### src/rtl/miner_pkg.sv
// Shared definitions for the nonce sweep sequencer.
// Contents: FSM state encoding, host register map addresses, header/target word counts.
// Imported by nonce_sweep_ctrl.
package miner_pkg;

  typedef enum logic [2:0] {
    S_IDLE,
    S_LAUNCH,
    S_WAIT,
    S_CHECK,
    S_DONE
  } state_t;

  localparam int HDR_WORDS    = 20;
  localparam int TARGET_WORDS = 8;

  // Host register map (word addresses); 0..18 are header words.
  localparam logic [4:0] ADDR_NONCE_START = 5'd19;
  localparam logic [4:0] ADDR_NONCE_END   = 5'd20;
  localparam logic [4:0] ADDR_TARGET0     = 5'd21;
  localparam logic [4:0] ADDR_CTRL        = 5'd29;

endpackage

### src/rtl/hash_target_cmp.sv
// Registered 256-bit unsigned compare: lt <= (hash < target), one cycle of latency.
// Ports: clk, rst (async, active-high), hash/target in, lt out.
// Free-running; the caller decides which cycle's result it consumes.
module hash_target_cmp (
  input  logic         clk,
  input  logic         rst,
  input  logic [255:0] hash,
  input  logic [255:0] target,
  output logic         lt
);

  always_ff @(posedge clk or posedge rst) begin
    if (rst) begin
      lt <= 1'b0;
    end else begin
      lt <= (hash < target);
    end
  end

endmodule

### src/rtl/nonce_sweep_ctrl.sv
// Nonce sweep sequencer: holds header/target/range, launches the miner core once
// per nonce, reports first winning nonce, range exhaustion or core timeout.
// Ports: host write strobe/addr/data; core start/header/done/hash; status flags, nonces, irq.
module nonce_sweep_ctrl #(
  parameter int BITS      = 32,
  parameter int HDR_WORDS = 20,
  parameter int TIMEOUT   = 4096
) (
  input  logic                      clk,
  input  logic                      rst,
  input  logic                      wr_en,
  input  logic [4:0]                wr_addr,
  input  logic [BITS-1:0]           wr_data,
  output logic                      core_start,
  output logic [BITS*HDR_WORDS-1:0] core_header,
  input  logic                      core_done,
  input  logic [255:0]              core_hash,
  output logic                      busy,
  output logic                      found,
  output logic                      exhausted,
  output logic                      timeout_err,
  output logic [BITS-1:0]           found_nonce,
  output logic [BITS-1:0]           cur_nonce,
  output logic                      irq
);

  import miner_pkg::*;

  localparam int WD_W = $clog2(TIMEOUT) + 1;

  logic [BITS-1:0] hdr_q [HDR_WORDS-1];
  logic [BITS-1:0] nonce_start_q;
  logic [BITS-1:0] nonce_end_q;
  logic [255:0]    target_q;

  state_t          state, state_d;
  logic            done_q;
  logic [WD_W-1:0] wdog;
  logic            hash_lt;

  logic start_cmd, abort_cmd, done_rise;
  logic load_start, clr_wdog, inc_nonce, set_found, set_exh, set_to;

  assign start_cmd = wr_en && (wr_addr == ADDR_CTRL) && wr_data[0];
  assign abort_cmd = wr_en && (wr_addr == ADDR_CTRL) && wr_data[1];
  assign done_rise = core_done && !done_q;

  // Header words plus the live nonce in the top slot.
  for (genvar k = 0; k < HDR_WORDS - 1; k++) begin : g_hdr
    assign core_header[BITS*k +: BITS] = hdr_q[k];
  end
  assign core_header[BITS*(HDR_WORDS-1) +: BITS] = cur_nonce;

  // Result is registered on the same edge that detects core_done rising,
  // so it is valid exactly in CHECK.
  hash_target_cmp u_cmp (
    .clk    (clk),
    .rst    (rst),
    .hash   (core_hash),
    .target (target_q),
    .lt     (hash_lt)
  );

  // Host-visible configuration; frozen while a sweep is running.
  always_ff @(posedge clk or posedge rst) begin
    if (rst) begin
      for (int k = 0; k < HDR_WORDS - 1; k++) hdr_q[k] <= '0;
      nonce_start_q <= '0;
      nonce_end_q   <= '0;
      target_q      <= '0;
    end else if (wr_en && !busy) begin
      for (int k = 0; k < HDR_WORDS - 1; k++) begin
        if (wr_addr == 5'(k)) hdr_q[k] <= wr_data;
      end
      if (wr_addr == ADDR_NONCE_START) nonce_start_q <= wr_data;
      if (wr_addr == ADDR_NONCE_END)   nonce_end_q   <= wr_data;
      for (int t = 0; t < TARGET_WORDS; t++) begin
        if (wr_addr == ADDR_TARGET0 + 5'(t)) target_q[BITS*t +: BITS] <= wr_data;
      end
    end
  end

  always_ff @(posedge clk or posedge rst) begin
    if (rst) state <= S_IDLE;
    else     state <= state_d;
  end

  // Abort has priority over every in-flight event, including a result arriving.
  always_comb begin
    state_d    = state;
    load_start = 1'b0;
    clr_wdog   = 1'b0;
    inc_nonce  = 1'b0;
    set_found  = 1'b0;
    set_exh    = 1'b0;
    set_to     = 1'b0;
    core_start = 1'b0;
    irq        = 1'b0;
    busy       = (state != S_IDLE) && (state != S_DONE);
    case (state)
      S_IDLE: begin
        if (start_cmd && !abort_cmd) begin
          load_start = 1'b1;
          state_d    = S_LAUNCH;
        end
      end
      S_LAUNCH: begin
        core_start = 1'b1;
        clr_wdog   = 1'b1;
        state_d    = abort_cmd ? S_IDLE : S_WAIT;
      end
      S_WAIT: begin
        if (abort_cmd) begin
          state_d = S_IDLE;
        end else if (done_rise) begin
          state_d = S_CHECK;
        end else if (wdog == WD_W'(TIMEOUT - 1)) begin
          set_to  = 1'b1;
          state_d = S_DONE;
        end
      end
      S_CHECK: begin
        if (abort_cmd) begin
          state_d = S_IDLE;
        end else if (hash_lt) begin
          set_found = 1'b1;
          state_d   = S_DONE;
        end else if (cur_nonce == nonce_end_q) begin
          set_exh = 1'b1;
          state_d = S_DONE;
        end else begin
          inc_nonce = 1'b1;
          state_d   = S_LAUNCH;
        end
      end
      S_DONE: begin
        irq     = 1'b1;
        state_d = S_IDLE;
      end
      default: state_d = S_IDLE;
    endcase
  end

  always_ff @(posedge clk or posedge rst) begin
    if (rst) begin
      cur_nonce   <= '0;
      found_nonce <= '0;
      found       <= 1'b0;
      exhausted   <= 1'b0;
      timeout_err <= 1'b0;
      wdog        <= '0;
      done_q      <= 1'b0;
    end else begin
      done_q <= core_done;
      if (load_start) begin
        cur_nonce   <= nonce_start_q;
        found       <= 1'b0;
        exhausted   <= 1'b0;
        timeout_err <= 1'b0;
      end
      if (inc_nonce) cur_nonce <= cur_nonce + 1'b1;
      if (set_found) begin
        found       <= 1'b1;
        found_nonce <= cur_nonce;
      end
      if (set_exh) exhausted   <= 1'b1;
      if (set_to)  timeout_err <= 1'b1;
      if (clr_wdog)            wdog <= '0;
      else if (state == S_WAIT) wdog <= wdog + 1'b1;
    end
  end

endmodule
### config.mk
export PLATFORM = sky130hd
export DESIGN_NAME = nonce_sweep_ctrl
export DESIGN_NICKNAME = d
export VERILOG_FILES = /design/src/rtl/miner_pkg.sv /design/src/rtl/hash_target_cmp.sv /design/src/rtl/nonce_sweep_ctrl.sv
export SDC_FILE = /design/constraint.sdc
export NUM_CORES = 2
export LEC_CHECK = 0
export ABC_AREA = 1
export BUFFER_PORTS_ARGS = -buffer_cell sky130_fd_sc_hd__buf_2
export CORE_AREA = 2 2 388 390
export DETAILED_ROUTE_END_ITERATION = 10
export DIE_AREA = 0 0 390 392
export HOLD_SLACK_MARGIN = 0.02
export PLACE_DENSITY = 0.5
export SETUP_SLACK_MARGIN = 0.05
export SLEW_MARGIN = 0
export SYNTH_ARGS = -nofsm -noshare
export SYNTH_HDL_FRONTEND = slang
export SYNTH_SLANG_ARGS = --single-unit
### constraint.sdc
create_clock -name clk -period 45.1 [get_ports clk]
set_clock_uncertainty 0.1 [all_clocks]
set_input_delay 11.275 -clock clk [delete_from_list [all_inputs] [get_ports clk]]
set_output_delay 11.275 -clock clk [all_outputs]
set_load 0.005 [all_outputs]
# == Word level (Yosys, flattened, before mapping) ==
# Index checks and enable logic that the tools add are counted.
# Widths: inputs -> output; s select.
# word_totals
output_inout_bits,710
regBits,1013
wordCells,163
input_bits,297
# op_classes
muxes,36
n_reduce_logical,48
n_lt_le_gt_ge,1
eq_ne,38
add_sub_neg,2
# op_table
op,count
$lt 256x256->1,1
$eq 5x5->1 const B,14
$mux 32,2
$reduce_and 2->1,30
$eq 5x4->1 const B,8
$add 32x1->32 const B,1
$eq 32x32->1,1
$mux 13,2
$mux 1,23
$mux 3,7
$eq 5x3->1 const B,4
$add 13x1->13 const B,1
$eq 13x12->1 const B,1
$pmux 3 s4,1
$eq 5x2->1 const B,2
$reduce_bool 2->1,5
$logic_and 1x1->1,7
$eq 3x2->1 const B,2
$eq 5x1->1 const B,1
$logic_not 5->1,1
$ne 4x4->1 const B,1
$eq 3x1->1 const B,1
$eq 3x3->1 const B,1
$logic_not 1->1,3
5 further kinds,5

# == Logic depth before layout (Yosys ltp) ==
# depth
ltp_word,9
ltp_mapped,17
mapped_depth_nobuf,17

# == Cells and area by module ==
# A second synthesis with hierarchy kept.
# hier_totals
cells_unflattened,4986
hier_area_um2,45302.2
# modules_own_cells
mod,seq_area_each_um2,area_each_um2,cells_per_inst,n_inst
nonce_sweep_ctrl,25324.3,38644.6,3931,1
hash_target_cmp,25.0,6657.6,1055,1

# == Worst setup path after synthesis ==
# OpenSTA, ideal clock, no wires.
# synth_path
path_type,input port to flip-flop
start,input port wr_addr[3]
end,register found_nonce[10]
setup_ps,125
path_slack_ps,32371
cell_stages,9
t_arrival_ps,12505
required_time_ps,44875
n_path_buf,2
path_cell_list,buf_2 nand2_1 nor2_1 nand3_1 nand2_1 inv_1 nand2_1 buf_4 mux2_2
# synth_via
elab_chain_len,5
# synth_rtl
item,line_no,text
start: declaration,nonce_sweep_ctrl.sv:12,"input logic [4:0] wr_addr,"
$eq 5x5->1,nonce_sweep_ctrl.sv:45,assign abort_cmd = wr_en && (wr_addr == ADDR_CTRL) && wr_data[1];
$logic_and 1x1->1 (2 in series),nonce_sweep_ctrl.sv:45,
$mux 1,nonce_sweep_ctrl.sv:123,if (abort_cmd) begin
$mux 1,nonce_sweep_ctrl.sv:100,case (state)
end signal: assignment,nonce_sweep_ctrl.sv:164,found_nonce <= cur_nonce;
end: declaration,nonce_sweep_ctrl.sv:22,"output logic [BITS-1:0] found_nonce,"
# No other way between the ends.
# A chain may end at the register's enable or synchronous reset.

==> results.md <==
- Number of synthesized flops with an enable pin: 0
- Count of final hold-check violations: 0
- Number of flip-flops and latches in the synthesized netlist: 1013
- Remaining routing DRC violations: 0
- Worst hold-check slack: 373 ps
- Final global-route overflow total: 0
- Number of endpoints failing setup at the final stage: 0
- Internal power consumption: 2.09 mW
- Run status: completed
- CP required: 45800 ps
- Post-Syn Instances: 4865
- Average wire length per cell after detail routing: 22.9 µm
- Placed Instances: 7580
- Ranking of synthesized cells by area: sky130_fd_sc_hd__dfrtp_1, sky130_fd_sc_hd__o21ai_0, sky130_fd_sc_hd__nand2_1
- Number of buffers created by CTS: 113
- Netlist area before placement: 0.0450 mm²
- Antenna violations before repair: 40
- Number of max-slew violations in the final report: 0
- Share of final-layout standard cells stronger than drive strength 1: 0.236
- First-pass iteration count of the detailed router: 6
- Top flip-flop cell by instance count after synthesis: sky130_fd_sc_hd__dfrtp_1
- CP max FO: 132
- Number of nets in the layout: between 6000 and 7000
- ANT nets after route: 0
- Clock tree from TritonCTS: done
- Transition time at the pin with the least slew margin: roughly 1200 ps
- FFs w/ async S/R, synth: 1.00
- Die Y-Extent: approximately 390 µm
- HPWL after detailed placement: 118000 µm
- Overall die width: 390 µm
- Time the final worst path needs with I/O delays and setup: 14290 ps
- Proportion of power drawn by the clock network: 0.294
- Maximum frequency from static timing analysis: 70.0 MHz
- Clock tree root buffer cell: sky130_fd_sc_hd__clkbuf_16
- Post-route non-filler standard cell count: 7796
- Initial core utilization: 0.302
- Global router's overall resource usage: 0.228
- YS warnings: 0
- Layout Area Growth over Synthesis: 23.3%
- Floorplan die area: 0.153 mm²
- RD Place Congestion: approximately 0.86
- Type of destination of the critical path: async pin
- Unrepaired setup endpoints after global routing: false
- Critical Setup Path Class: in -> async
- Detailed router's first-iteration violation count: slightly above 3000
- Number of top-level design ports: between 1000 and 1500
- Max-slew headroom at the worst pin: 0.214
- Pin count of the biggest net entering global routing: 159
- Core area: between 0.1 and 0.15 mm²
- Post-synthesis cell type count: 54
- Max-cap violations: 0
- Number of setup buffers added after CTS: 0
- Vias in the first global route: approximately 36000
- Sinks on Clock Net: 1013
- Source-to-sink clock delay at the later pin of the worst-skew pair: 730 ps
- Arrival time at the worst endpoint: 14990 ps
- Routed wire length: 178000 µm
- Cell taking the most area after synthesis: sky130_fd_sc_hd__dfrtp_1
- Fraction of power spent switching nets: 0.342
- Sequential cell area fraction in the yosys report: 0.564
- Longest Clk Path Bufs: 3
- Clock input transition at the sequential cells of the worst setup and hold paths: approximately 60 ps
- Via count: 37300
- Maximum VDD drop: between 0.00003 and 0.00004 V
- Top-area cell type share of the netlist area: 0.564
- Routed via count divided by cell count: 4.79
- Kind of launch point of the worst setup path: input port
- Final Cycle Share: 0.317
- Comb power frac: 0.274
- Leakage power: 28.4 nW
- Net count of the mapped netlist: 5419
- Relative contribution of sequential cells to total power: 0.432
- CTS Hold Bufs: 0
- Top post-synthesis cells by count: sky130_fd_sc_hd__nand2_1, sky130_fd_sc_hd__dfrtp_1, sky130_fd_sc_hd__o21ai_0
- Count of input and output buffers: 1006
- Switching power: 1.09 mW
- Number of H-tree levels: 3
- CTS-repair resized insts: 0
- Setup_tns: 0 ps
- Worst hold path class: reg -> reg
- Standard-cell row count: 142
- Top-count cell post-synth: sky130_fd_sc_hd__nand2_1
- Synthesized area divided by synthesized cell count: just over 9 µm²
- First-pass GRT wire length: 254000 µm
- Power density over the cells: 57.4 mW/mm²
==> routing by layer <==
metal / vias to the layer above / share of wire / global-route usage / wire [µm]
li1: 17600 / - / - / -
met1: 18100 / 0.43 / 0.305 / 76500
met2: 1407 / 0.47 / 0.369 / 83300
met3: 213 / 0.081 / 0.0538 / 14400
met4: 0 / 0.022 / 0.0619 / 3950
met5: - / 0 / 0 / 0
==> power groups by stage <==
stage	logic [mW]	registers, mW	clock network, mW
2_1_floorplan	0.473	1.36	0
3_3_place_gp	0.867	1.37	0
3_5_place_dp	0.884	1.38	0
4_1_cts	0.885	1.37	0.958
5_1_grt	1.00	1.41	0.997
6_report	0.873	1.37	0.937
==> cells by family after synthesis <==
| family | share of synthesized area |
|---|---|
| adder cells (fa/ha/maj) | 0.0715 |
| XOR/XNOR | 0.0106 |
| multiplexers | 0.00913 |
| AND/OR/NAND/NOR | 0.147 |
| buffers and inverters | 0.0665 |
| flip-flops | 0.564 |
| AO/OA/AOI/OAI | 0.132 |
==> stage by stage <==
step                cell area, µm²  power (mW)  utilization  setup slack (ps)
floorplan                    45000        1.83            -              5220
global placement             51700        2.24        0.347             29870
detailed placement           51700        2.26        0.347             29860
CTS                          55400        3.21        0.372             30650
global route                 55400        3.40        0.372             30220
finish                       55500        3.18        0.373             30810
==> state kept, by name (all words and copies together), names as in the netlist <==
signal         count
core_header      608
cur_nonce         32
done_q             1
exhausted          1
found              1
found_nonce       32
nonce_end_q       32
nonce_start_q     32
state              3
target_q         256
timeout_err        1
u_cmp.lt           1
wdog              13
==> worst paths after layout <==
kind / startpoint / end / slack, ps / depth (start not counted)
setup / recovery: rst / target_q[101]$_DFFE_PP0P_ / 30810 / 6
hold / removal: exhausted$_DFFE_PP0P_ / exhausted$_DFFE_PP0P_ / 370 / 2
hold reg to reg: exhausted$_DFFE_PP0P_ / exhausted$_DFFE_PP0P_ / 370 / 2
min in group asynchronous: rst / core_header[144]$_DFFE_PP0P_ / 10660 / 2
max in group clk: wr_addr[4] / core_header[317]$_DFFE_PP0P_ / 31620 / 4
setup reg to reg: state[0]$_DFFE_PP0P_ / core_header[317]$_DFFE_PP0P_ / 41640 / 5
==> worst max-delay path: stages <==
cell                    delay, ps
sky130_fd_sc_hd__buf_2        130
sky130_fd_sc_hd__inv_8        630
sky130_fd_sc_hd__buf_4        670
sky130_fd_sc_hd__buf_4        660
sky130_fd_sc_hd__buf_4        800
sky130_fd_sc_hd__buf_4        630
==> cell usage in the layout (no fill, tap or decap), drive strengths merged, types with 2 or more instances in the layout <==
| cell type | netlist | final |
|---|---|---|
| nor2 | 109 | 109 |
| mux2 | 8 | 8 |
| a31oi | 2 | 2 |
| o211ai | 4 | 4 |
| nor3b | 4 | 4 |
| or2 | 12 | 12 |
| nand3 | 96 | 96 |
| and3 | 2 | 2 |
| clkbuf | 238 | 164 |
| a21o | 2 | 2 |
| inv | 434 | 437 |
| a21oi | 130 | 130 |
| o21ba | 2 | 2 |
| dfrtp | 1013 | 1013 |
| xnor2 | 21 | 21 |
| xor2 | 31 | 31 |
| mux2i | 32 | 32 |
| nor3 | 40 | 40 |
| o22ai | 3 | 3 |
| clkinv | 2 | 31 |
| nand4 | 43 | 43 |
| bufinv | 0 | 6 |
| diode | 0 | 13 |
| nor4 | 12 | 12 |
| nand2 | 1285 | 1285 |
| buf | 61 | 1070 |
| o21ai | 1010 | 1010 |
| ha | 257 | 257 |
| o21a | 5 | 5 |
==> cell type report <==
type,count,area (µm²)
clock buffer,164,3310
inverter,436,1640
clock inverter,39,462
sequential,1013,25300
multi-input combinational,3117,16700
timing repair buffer,1070,5530
antenna,13,32.5
tap,1944,2430
fill,15400,93400
Note: power is estimated with default switching activity, not from simulation.
